$ cat config.mk
export PLATFORM = sky130hd
export DESIGN_NAME = alu_exec_stage
export DESIGN_NICKNAME = d
export VERILOG_FILES = /design/src/rtl/alu_exec_stage.sv
export SDC_FILE = /design/constraint.sdc
export NUM_CORES = 1
export LEC_CHECK = 0
export CAP_MARGIN = 20
export CORE_MARGIN = 4
export CORE_UTILIZATION = 40
export DETAILED_ROUTE_END_ITERATION = 8
export PLACE_DENSITY = 0.87
export REMOVE_ABC_BUFFERS = 1
export SKIP_CTS_REPAIR_TIMING = 1
export SLEW_MARGIN = 20
export SYNTH_ARGS = -nofsm -noshare
export SYNTH_HDL_FRONTEND = slang
export SYNTH_SLANG_ARGS = --single-unit
$ cat constraint.sdc
create_clock -name clk -period 1.9 [get_ports clk]
set_input_delay 0.38 -clock clk [delete_from_list [all_inputs] [get_ports clk]]
set_output_delay 0.38 -clock clk [all_outputs]
set_load 0.03 [all_outputs]
$ cat src/rtl/alu_exec_stage.sv
// Execute-stage sequencer in front of the ALU: registers one op per handshake,
// holds it on the ALU until the result is ready, then offers a writeback beat.
module alu_exec_stage #(
    parameter int          DST_W      = 3,
    parameter logic [4:0]  IDLE_OPSEL = 5'd0,
    parameter logic [4:0]  POW_OPSEL  = 5'd15
) (
    input  logic             clk,
    input  logic             rst,
    input  logic             in_valid,
    output logic             in_ready,
    input  logic [4:0]       in_opsel,
    input  logic [15:0]      in_a,
    input  logic [15:0]      in_b,
    input  logic [15:0]      in_x,
    input  logic [DST_W-1:0] in_dst,
    input  logic             in_setf,
    input  logic             in_wr_extra,
    output logic [15:0]      alu_srcA,
    output logic [15:0]      alu_srcB,
    output logic [15:0]      alu_extra_X,
    output logic [4:0]       alu_opsel,
    output logic             alu_Cflag,
    output logic             alu_Oflag,
    input  logic [15:0]      alu_res,
    input  logic [15:0]      alu_extra_res,
    input  logic [3:0]       alu_flag_next,
    input  logic             alu_ready,
    output logic             wb_valid,
    input  logic             wb_ready,
    output logic [DST_W-1:0] wb_dst,
    output logic [15:0]      wb_data,
    output logic             wb_extra_valid,
    output logic [15:0]      wb_extra_data,
    output logic [3:0]       flags
);

    typedef enum logic [1:0] {ST_IDLE, ST_EXEC, ST_WB} state_t;

    state_t            state_q, state_d;
    logic              first_q, first_d;
    logic [4:0]        opsel_q, opsel_d;
    logic [15:0]       a_q, a_d;
    logic [15:0]       b_q, b_d;
    logic [15:0]       x_q, x_d;
    logic [DST_W-1:0]  dst_q, dst_d;
    logic              setf_q, setf_d;
    logic              wr_extra_q, wr_extra_d;
    logic [15:0]       res_q, res_d;
    logic [15:0]       extra_q, extra_d;
    logic [3:0]        flags_q, flags_d;

    logic accept;
    logic capture;

    assign in_ready = (state_q == ST_IDLE) || ((state_q == ST_WB) && wb_ready);
    assign accept   = in_valid && in_ready;
    // POW's ready line may still be high from a previous op on its first cycle.
    assign capture  = (state_q == ST_EXEC) && alu_ready &&
                      !((opsel_q == POW_OPSEL) && first_q);

    always_comb begin
        state_d    = state_q;
        first_d    = first_q;
        opsel_d    = opsel_q;
        a_d        = a_q;
        b_d        = b_q;
        x_d        = x_q;
        dst_d      = dst_q;
        setf_d     = setf_q;
        wr_extra_d = wr_extra_q;
        res_d      = res_q;
        extra_d    = extra_q;
        flags_d    = flags_q;

        case (state_q)
            ST_IDLE: begin
                if (accept) state_d = ST_EXEC;
            end
            ST_EXEC: begin
                first_d = 1'b0;
                if (capture) begin
                    res_d   = alu_res;
                    extra_d = alu_extra_res;
                    if (setf_q) flags_d = alu_flag_next;
                    state_d = ST_WB;
                end
            end
            ST_WB: begin
                if (wb_ready) state_d = accept ? ST_EXEC : ST_IDLE;
            end
            default: state_d = ST_IDLE;
        endcase

        if (accept) begin
            first_d    = 1'b1;
            opsel_d    = in_opsel;
            a_d        = in_a;
            b_d        = in_b;
            x_d        = in_x;
            dst_d      = in_dst;
            setf_d     = in_setf;
            wr_extra_d = in_wr_extra;
        end
    end

    always_ff @(posedge clk or negedge rst) begin
        if (!rst) begin
            state_q    <= ST_IDLE;
            first_q    <= 1'b0;
            opsel_q    <= IDLE_OPSEL;
            a_q        <= '0;
            b_q        <= '0;
            x_q        <= '0;
            dst_q      <= '0;
            setf_q     <= 1'b0;
            wr_extra_q <= 1'b0;
            res_q      <= '0;
            extra_q    <= '0;
            flags_q    <= '0;
        end else begin
            state_q    <= state_d;
            first_q    <= first_d;
            opsel_q    <= opsel_d;
            a_q        <= a_d;
            b_q        <= b_d;
            x_q        <= x_d;
            dst_q      <= dst_d;
            setf_q     <= setf_d;
            wr_extra_q <= wr_extra_d;
            res_q      <= res_d;
            extra_q    <= extra_d;
            flags_q    <= flags_d;
        end
    end

    // Outside EXEC the ALU sees a harmless op so it never starts POW spuriously.
    assign alu_opsel      = (state_q == ST_EXEC) ? opsel_q : IDLE_OPSEL;
    assign alu_srcA       = a_q;
    assign alu_srcB       = b_q;
    assign alu_extra_X    = x_q;
    assign alu_Cflag      = flags_q[1];
    assign alu_Oflag      = flags_q[0];

    assign wb_valid       = (state_q == ST_WB);
    assign wb_dst         = dst_q;
    assign wb_data        = res_q;
    assign wb_extra_valid = (state_q == ST_WB) && wr_extra_q;
    assign wb_extra_data  = extra_q;
    assign flags          = flags_q;

endmodule

==> results of run 1 <==
metrics by stage:
| stage | setup TNS, ns | total power [mW] | setup slack, ns | util (%) |
|---|---|---|---|---|
| 2_1_floorplan | -43.50 | 7.56 | -0.707 | - |
| 5_1_grt | 0 | 12.2 | 0.0256 | 65.5 |
| 4_1_cts | -0.666 | 11.7 | -0.281 | 65.4 |
| 6_report | 0 | 11.6 | 0.112 | 65.5 |
| 3_5_place_dp | -8.24 | 10.4 | -0.160 | 63.5 |
| 3_3_place_gp | -7.30 | 10.3 | -0.132 | 63.5 |
Yosys cell counts:
cell	instances
a211oi_4	1
a21bo_2	1
a21o_1	1
a21oi_1	1
and2_1	7
and2b_1	1
buf_4	2
buf_6	10
dfrtp_1	97
inv_1	3
mux2_1	5
mux2_2	60
mux2_4	29
nand2b_1	1
nand4_1	1
nor2b_2	1
o211ai_1	1
o211ai_4	1
o21ai_0	1
o21bai_1	1
worst min path at each step:
stage	cells past startpoint	from	endpoint
5_1_grt	2	rst	alu_srcA[3]$_DFFE_PN0P_
2_1_floorplan	0	rst	alu_extra_X[0]$_DFFE_PN0P_
3_5_place_dp	1	alu_srcB[6]$_DFFE_PN0P_	alu_srcB[6]$_DFFE_PN0P_
4_1_cts	2	rst	alu_extra_X[15]$_DFFE_PN0P_
3_3_place_gp	2	rst	alu_srcA[4]$_DFFE_PN0P_
6_report	2	rst	alu_extra_X[15]$_DFFE_PN0P_
cell families (layout without fill, tap and decap cells):
| logic type | count (synthesis) | after routing | share of synthesized area (%) |
|---|---|---|---|
| AND/OR/NAND/NOR | 11 | 11 | 1.87 |
| buffers and inverters | 15 | 222 | 3.57 |
| multiplexers | 94 | 94 | 30.0 |
| flip-flops | 97 | 97 | 62.4 |
| AO/OA/AOI/OAI | 8 | 8 | 2.16 |
final cells by class:
class | count | share of cell area [%]
flip-flops and latches | 97 | 39.5
inverters | 3 | 0.183
well taps | 129 | 2.63
clock inverters | 3 | 0.407
clock buffers | 13 | 2.59
repair buffers | 203 | 33.0
multi-input cells | 113 | 21.6
metal layers:
layer	wire length [um]	track usage [%]	vias to the layer above
li1	-	-	1190
met1	3490	19.1	1255
met2	4880	28.3	103
met3	698	5.12	20
met4	247	6.94	0
met5	0	0	-
placed cells by master (no fill, tap or decap), types with 2 or more instances in the layout:
| cell type | Yosys | final |
|---|---|---|
| dfrtp_1 | 97 | 97 |
| buf_4 | 2 | 12 |
| mux2_1 | 5 | 5 |
| inv_1 | 3 | 3 |
| buf_12 | 0 | 3 |
| mux2_2 | 60 | 60 |
| clkbuf_8 | 0 | 11 |
| clkbuf_1 | 0 | 2 |
| and2_1 | 7 | 7 |
| mux2_4 | 29 | 29 |
| clkinv_4 | 0 | 2 |
| clkdlybuf4s50_1 | 0 | 186 |
power groups by stage:
stage | clock network (mW) | registers [mW] | logic (mW)
floorplan | 0 | 5.64 | 1.92
global placement | 0 | 3.68 | 6.57
detailed placement | 0 | 3.73 | 6.67
CTS | 1.30 | 3.71 | 6.69
global route | 1.38 | 3.84 | 6.93
finish | 1.25 | 3.70 | 6.63
sequential cells by signal, indices dropped and copies added, names as in the netlist:
register       flops
wb_data           16
alu_srcA          16
state_q            2
setf_q             1
first_q            1
alu_extra_X       16
wb_extra_data     16
opsel_q            5
wr_extra_q         1
wb_dst             3
flags              4
alu_srcB          16
==> flow_metrics.py, run 1 <==
metrics = {
    "timing": {
        "finalHoldViolCount": 0,
        "tightest_slew_ns": 0.501,
        "min_period_ns": 1.79,
        "finalMaxSlewViolations": 0,
        "post-route-period-util_pct": 94.1,
        "setup_viol": 0,
        "whs_ns": 0.0781,
        "fmaxAchievable_mhz": 559,
        "rsz0062_at_grt": "false",
        "skew_ns": 0.0126,
        "slew_headroom_pct": 66.6,
    },
    "detailed_routing": {
        "drt_iter0_drc": 60,
        "wl_um": 9310,
        "routedWlPerCell_um": 16.6,
        "ant_nets": 0,
        "drc": 0,
        "vias_per_cell": 4.58,
        "drt_pre_antenna_iters": 4,
        "vias": 2568,
    },
    "worst_setup_path": {
        "cp.depth": 1,
        "rr_worst_depth": 6,
        "cp_slowest_stage_delay_ns": 0.69,
        "cp-start-kind": "register",
        "cp-endpoint": "alu_srcB[14]",
        "cp.arrival_ns": 1.41,
        "r2r_slack_ns": 0.27,
        "cp_data_required_time_ns": 1.52,
        "crit_path_start": "alu_srcB[14]$_DFFE_PN0P_",
        "path_cells": "clkdlybuf4s50_1",
        "crit_slowest_cell": "clkdlybuf4s50_1",
        "crit_path_end_kind": "primary output",
        "r2r_start": "state_q[0]$_DFFE_PN0P_",
        "r2r_end": "wb_extra_data[0]$_DFFE_PN0P_",
        "crit_fanout": 2,
        "crit_family": "buffers and inverters",
        "crit_buf_inv": 1,
        "criticalPathCategory": "reg -> out",
    },
    "pwr": {
        "power_switching_mw": 4.65,
        "switching_share_pct": 40.2,
        "intPower_mw": 6.92,
        "p_leak_nw": 2.66,
        "ir_drop_v": 0.000960,
        "power.density_mw_per_mm2": 1880,
        "combPwrFrac_pct": 57.3,
        "p_clk_share_pct": 10.8,
        "pwr-share-seq_pct": 31.9,
    },
    "yosys": {
        "ys_seq_area_share_pct": 62.4,
        "syn_avg_cell_area_um2": 17.3,
        "synthCells": 225,
        "yosysTopAreaCellShare_pct": 62.4,
        "synth_area_mm2": 0.00389,
        "ys_warn_count": 0,
        "yosys.cell_types.count": 20,
        "yosys.area.top_type": "dfrtp_1",
        "yosys-top-cells-area": "dfrtp_1 (62%), mux2_2 (17%), mux2_4 (11%), buf_6 (2.9%), mux2_1 (1.4%)",
        "synth-seq-cells": 97,
    },
    "floorplan": {
        "die_height_um": 107,
        "row_count": 35,
        "pin_count": 196,
        "coreArea_mm2": 0.00937,
        "start_util_pct": 41.5,
        "dieArea_mm2": 0.0114,
        "chipWidth_um": 107,
    },
    "clock_tree": {
        "clock_path_buffers": 2,
        "cts.sinks": 97,
        "insertion_delay_ns": 0.35,
        "htree_levels": 3,
        "path_clk_slew_ns": 0.10,
        "cts_tree": "built",
        "cts_root_buf": "clkbuf_8",
        "numCtsBuffers": 9,
    },
    "finish": {
        "layout.cells.non_filler": 561,
        "num_antenna_cells": 0,
        "area_growth_pct": 57.9,
        "finalNetCount": 526,
        "design_area_mm2": 0.00614,
        "fill_cells": 704,
        "final_layout_size_suffix_gt1_share_pct": 28.5,
        "seqCellArea_mm2": 0.00243,
        "multi_input_area_mm2": 0.00133,
    },
    "global_routing": {
        "grt_pass1_vias": 2897,
        "grt_max_degree": 98,
        "global_route.usage.total_pct": 16.5,
        "antenna_found_initial": 0,
        "grt_pass1_wl_um": 14900,
        "overflow": 0,
    },
    "hold_path": {
        "min_path_type": "in -> async",
    },
    "placed_design": {
        "globalplace.congestion": 0.683,
        "dp_cells": 544,
        "placed_cell_area_mm2": 0.00595,
        "dp_hpwl_um": 6920,
        "numPortBuffers": 195,
    },
    "outcome": {
        "outcome": "finished clean",
    },
    "flow_run": {
        "drv_cap": 0,
    },
}
(Power assumes the default switching activity.)
==> inputs of run 2 (changes only) <==
==> constraint.sdc (replaced) <==
create_clock -name clk -period 1.9 [get_ports clk]
set_input_delay 0.38 -clock clk [delete_from_list [all_inputs] [get_ports clk]]
set_output_delay 0.38 -clock clk [all_outputs]
set_load 0.005 [all_outputs]
==> run 2 against run 1 <==
Sequential share of layout area fell by 0.28 points. Combinational power fell by 30%. Sequential power barely moved. Flip-flop and latch count did not move. Clock skew barely moved. Count of clock-buffer cells in the layout fell by 2. Critical endpoint is now alu_opsel[2].
==> flow_metrics.py, run 2 (synthesized netlist as in run 1, its figures left out) <==
metrics = {
    "outcome": {
        "outcome": "finished clean",
    },
    "pwr": {
        "combPwrFrac_pct": 47.6,
        "intPower_mw": 7.02,
        "ir_drop_v": 0.000772,
        "power_switching_mw": 2.66,
        "pwr-share-seq_pct": 38.6,
        "power.density_mw_per_mm2": 1560,
        "finalPower_mw": 9.68,
        "p_clk_share_pct": 13.8,
        "switching_share_pct": 27.5,
        "p_leak_nw": 2.75,
    },
    "placed_design": {
        "dp_cells": 543,
        "placed_cell_area_mm2": 0.00596,
        "dp_hpwl_um": 7200,
        "globalplace.congestion": 0.695,
        "dp_slack_ns": -0.182,
        "numPortBuffers": 195,
    },
    "timing": {
        "finalHoldViolCount": 0,
        "skew_ns": 0.0121,
        "setup_viol": 0,
        "fmaxAchievable_mhz": 572,
        "tightest_slew_ns": 0.497,
        "setup_slack_ns": 0.153,
        "rsz0062_at_grt": "false",
        "post-route-period-util_pct": 91.9,
        "finalMaxSlewViolations": 0,
        "min_period_ns": 1.75,
        "fin_setup_tns_ns": 0,
        "slew_headroom_pct": 66.8,
    },
    "flow_run": {
        "drv_cap": 0,
    },
    "global_routing": {
        "antenna_found_initial": 0,
        "grt_max_degree": 98,
        "grt_pass1_vias": 2992,
        "global_route.usage.total_pct": 17.1,
        "grt_pass1_wl_um": 15300,
        "overflow": 0,
    },
    "worst_setup_path": {
        "cp.arrival_ns": 1.37,
        "r2r_slack_ns": 0.32,
        "r2r_start": "opsel_q[4]$_DFFE_PN0P_",
        "crit_path_end_kind": "primary output",
        "cp_data_required_time_ns": 1.52,
        "crit_fanout": 5,
        "criticalPathCategory": "reg -> out",
        "rr_worst_depth": 4,
        "cp-start-kind": "register",
        "r2r_end": "wb_extra_data[0]$_DFFE_PN0P_",
    },
    "detailed_routing": {
        "wl_um": 9660,
        "drc": 0,
        "drt_iter0_drc": 70,
        "vias_per_cell": 4.64,
        "ant_nets": 0,
        "vias": 2593,
        "routedWlPerCell_um": 17.3,
        "drt_pre_antenna_iters": 4,
    },
    "finish": {
        "layout_common_cells": "clkdlybuf4s50_1 (186), dfrtp_1 (95), mux2_2 (60)",
        "num_antenna_cells": 0,
        "finalNetCount": 525,
        "final_layout_size_suffix_gt1_share_pct": 27.9,
        "area_growth_pct": 59.2,
        "final_common_cell": "clkdlybuf4s50_1",
        "layout.cells.non_filler": 559,
        "design_area_mm2": 0.00619,
    },
    "floorplan": {
        "coreArea_mm2": 0.00937,
        "chipWidth_um": 107,
        "start_util_pct": 41.5,
        "die_height_um": 107,
        "row_count": 35,
        "pin_count": 196,
        "dieArea_mm2": 0.0114,
    },
    "clock_tree": {
        "clock_path_buffers": 2,
        "path_clk_slew_ns": 0.10,
        "cts_root_buf": "clkbuf_8",
        "cts_tree": "built",
        "cts.sinks": 97,
        "insertion_delay_ns": 0.35,
        "htree_levels": 3,
        "numCtsBuffers": 9,
    },
    "hold_path": {
        "min_path_type": "in -> async",
    },
}
run 2: cell count changes in the layout (fill, tap and decap cells not counted), sizes merged:
cell          previous run  this run
buf                     15         8
bufinv                   0         1
clkbuf                  14        11
clkinv                   2         1
dlymetal6s2s             1         8
clkinvlp                 1         2
run 2: cell type report:
class	instances	area, um2
clock buffers	11	141
clock inverters	4	53.8
fillers	719	3180
inverters	3	11.3
multi-input cells	113	1340
flip-flops and latches	97	2430
well taps	129	161
repair buffers	202	2060
run 2: how the worst max path moves through the flow:
stage                     cells after the start                          end  slack, ns                    from
after CTS                                     3                 alu_opsel[1]      -0.22  state_q[0]$_DFFE_PN0P_
after detailed placement                      5   alu_extra_X[1]$_DFFE_PN0P_      -0.18                wb_ready
after floorplan                               2   alu_extra_X[0]$_DFFE_PN0P_      -0.71  state_q[1]$_DFFE_PN0P_
after global placement                        5  alu_extra_X[12]$_DFFE_PN0P_      -0.15                wb_ready
final                                         4                 alu_opsel[2]       0.15  state_q[0]$_DFFE_PN0P_
after global routing                          4                 alu_opsel[0]       0.09  state_q[0]$_DFFE_PN0P_
run 2: power by group through the flow:
stage | sequential, mW | combinational (mW) | clock, mW
2_1_floorplan | 3.76 | 1.78 | 0
3_3_place_gp | 3.69 | 4.54 | 0
3_5_place_dp | 3.75 | 4.66 | 0
4_1_cts | 3.73 | 4.68 | 1.38
5_1_grt | 3.89 | 4.91 | 1.47
6_report | 3.73 | 4.61 | 1.34
run 2: critical path: stages (launching register included):
cell            delay [ns]
dfrtp_2               0.46
nor2b_4               0.15
buf_4                 0.13
and2_1                0.14
dlymetal6s2s_1        0.15
run 2: layer usage:
layer | global-route usage (%) | vias to the layer above | routed length, um
li1 | - | 1186 | -
met1 | 18.7 | 1278 | 3500
met2 | 30.8 | 106 | 5200
met3 | 4.82 | 23 | 686
met4 | 7.67 | 0 | 274
met5 | 0 | - | 0
run 2: per-stage QoR:
step,hold WS [ns],util [%]
floorplan,0.0844,-
global placement,0.468,63.6
detailed placement,0.478,63.6
CTS,0.0943,65.6
global route,0.107,66.1
finish,0.0813,66.1
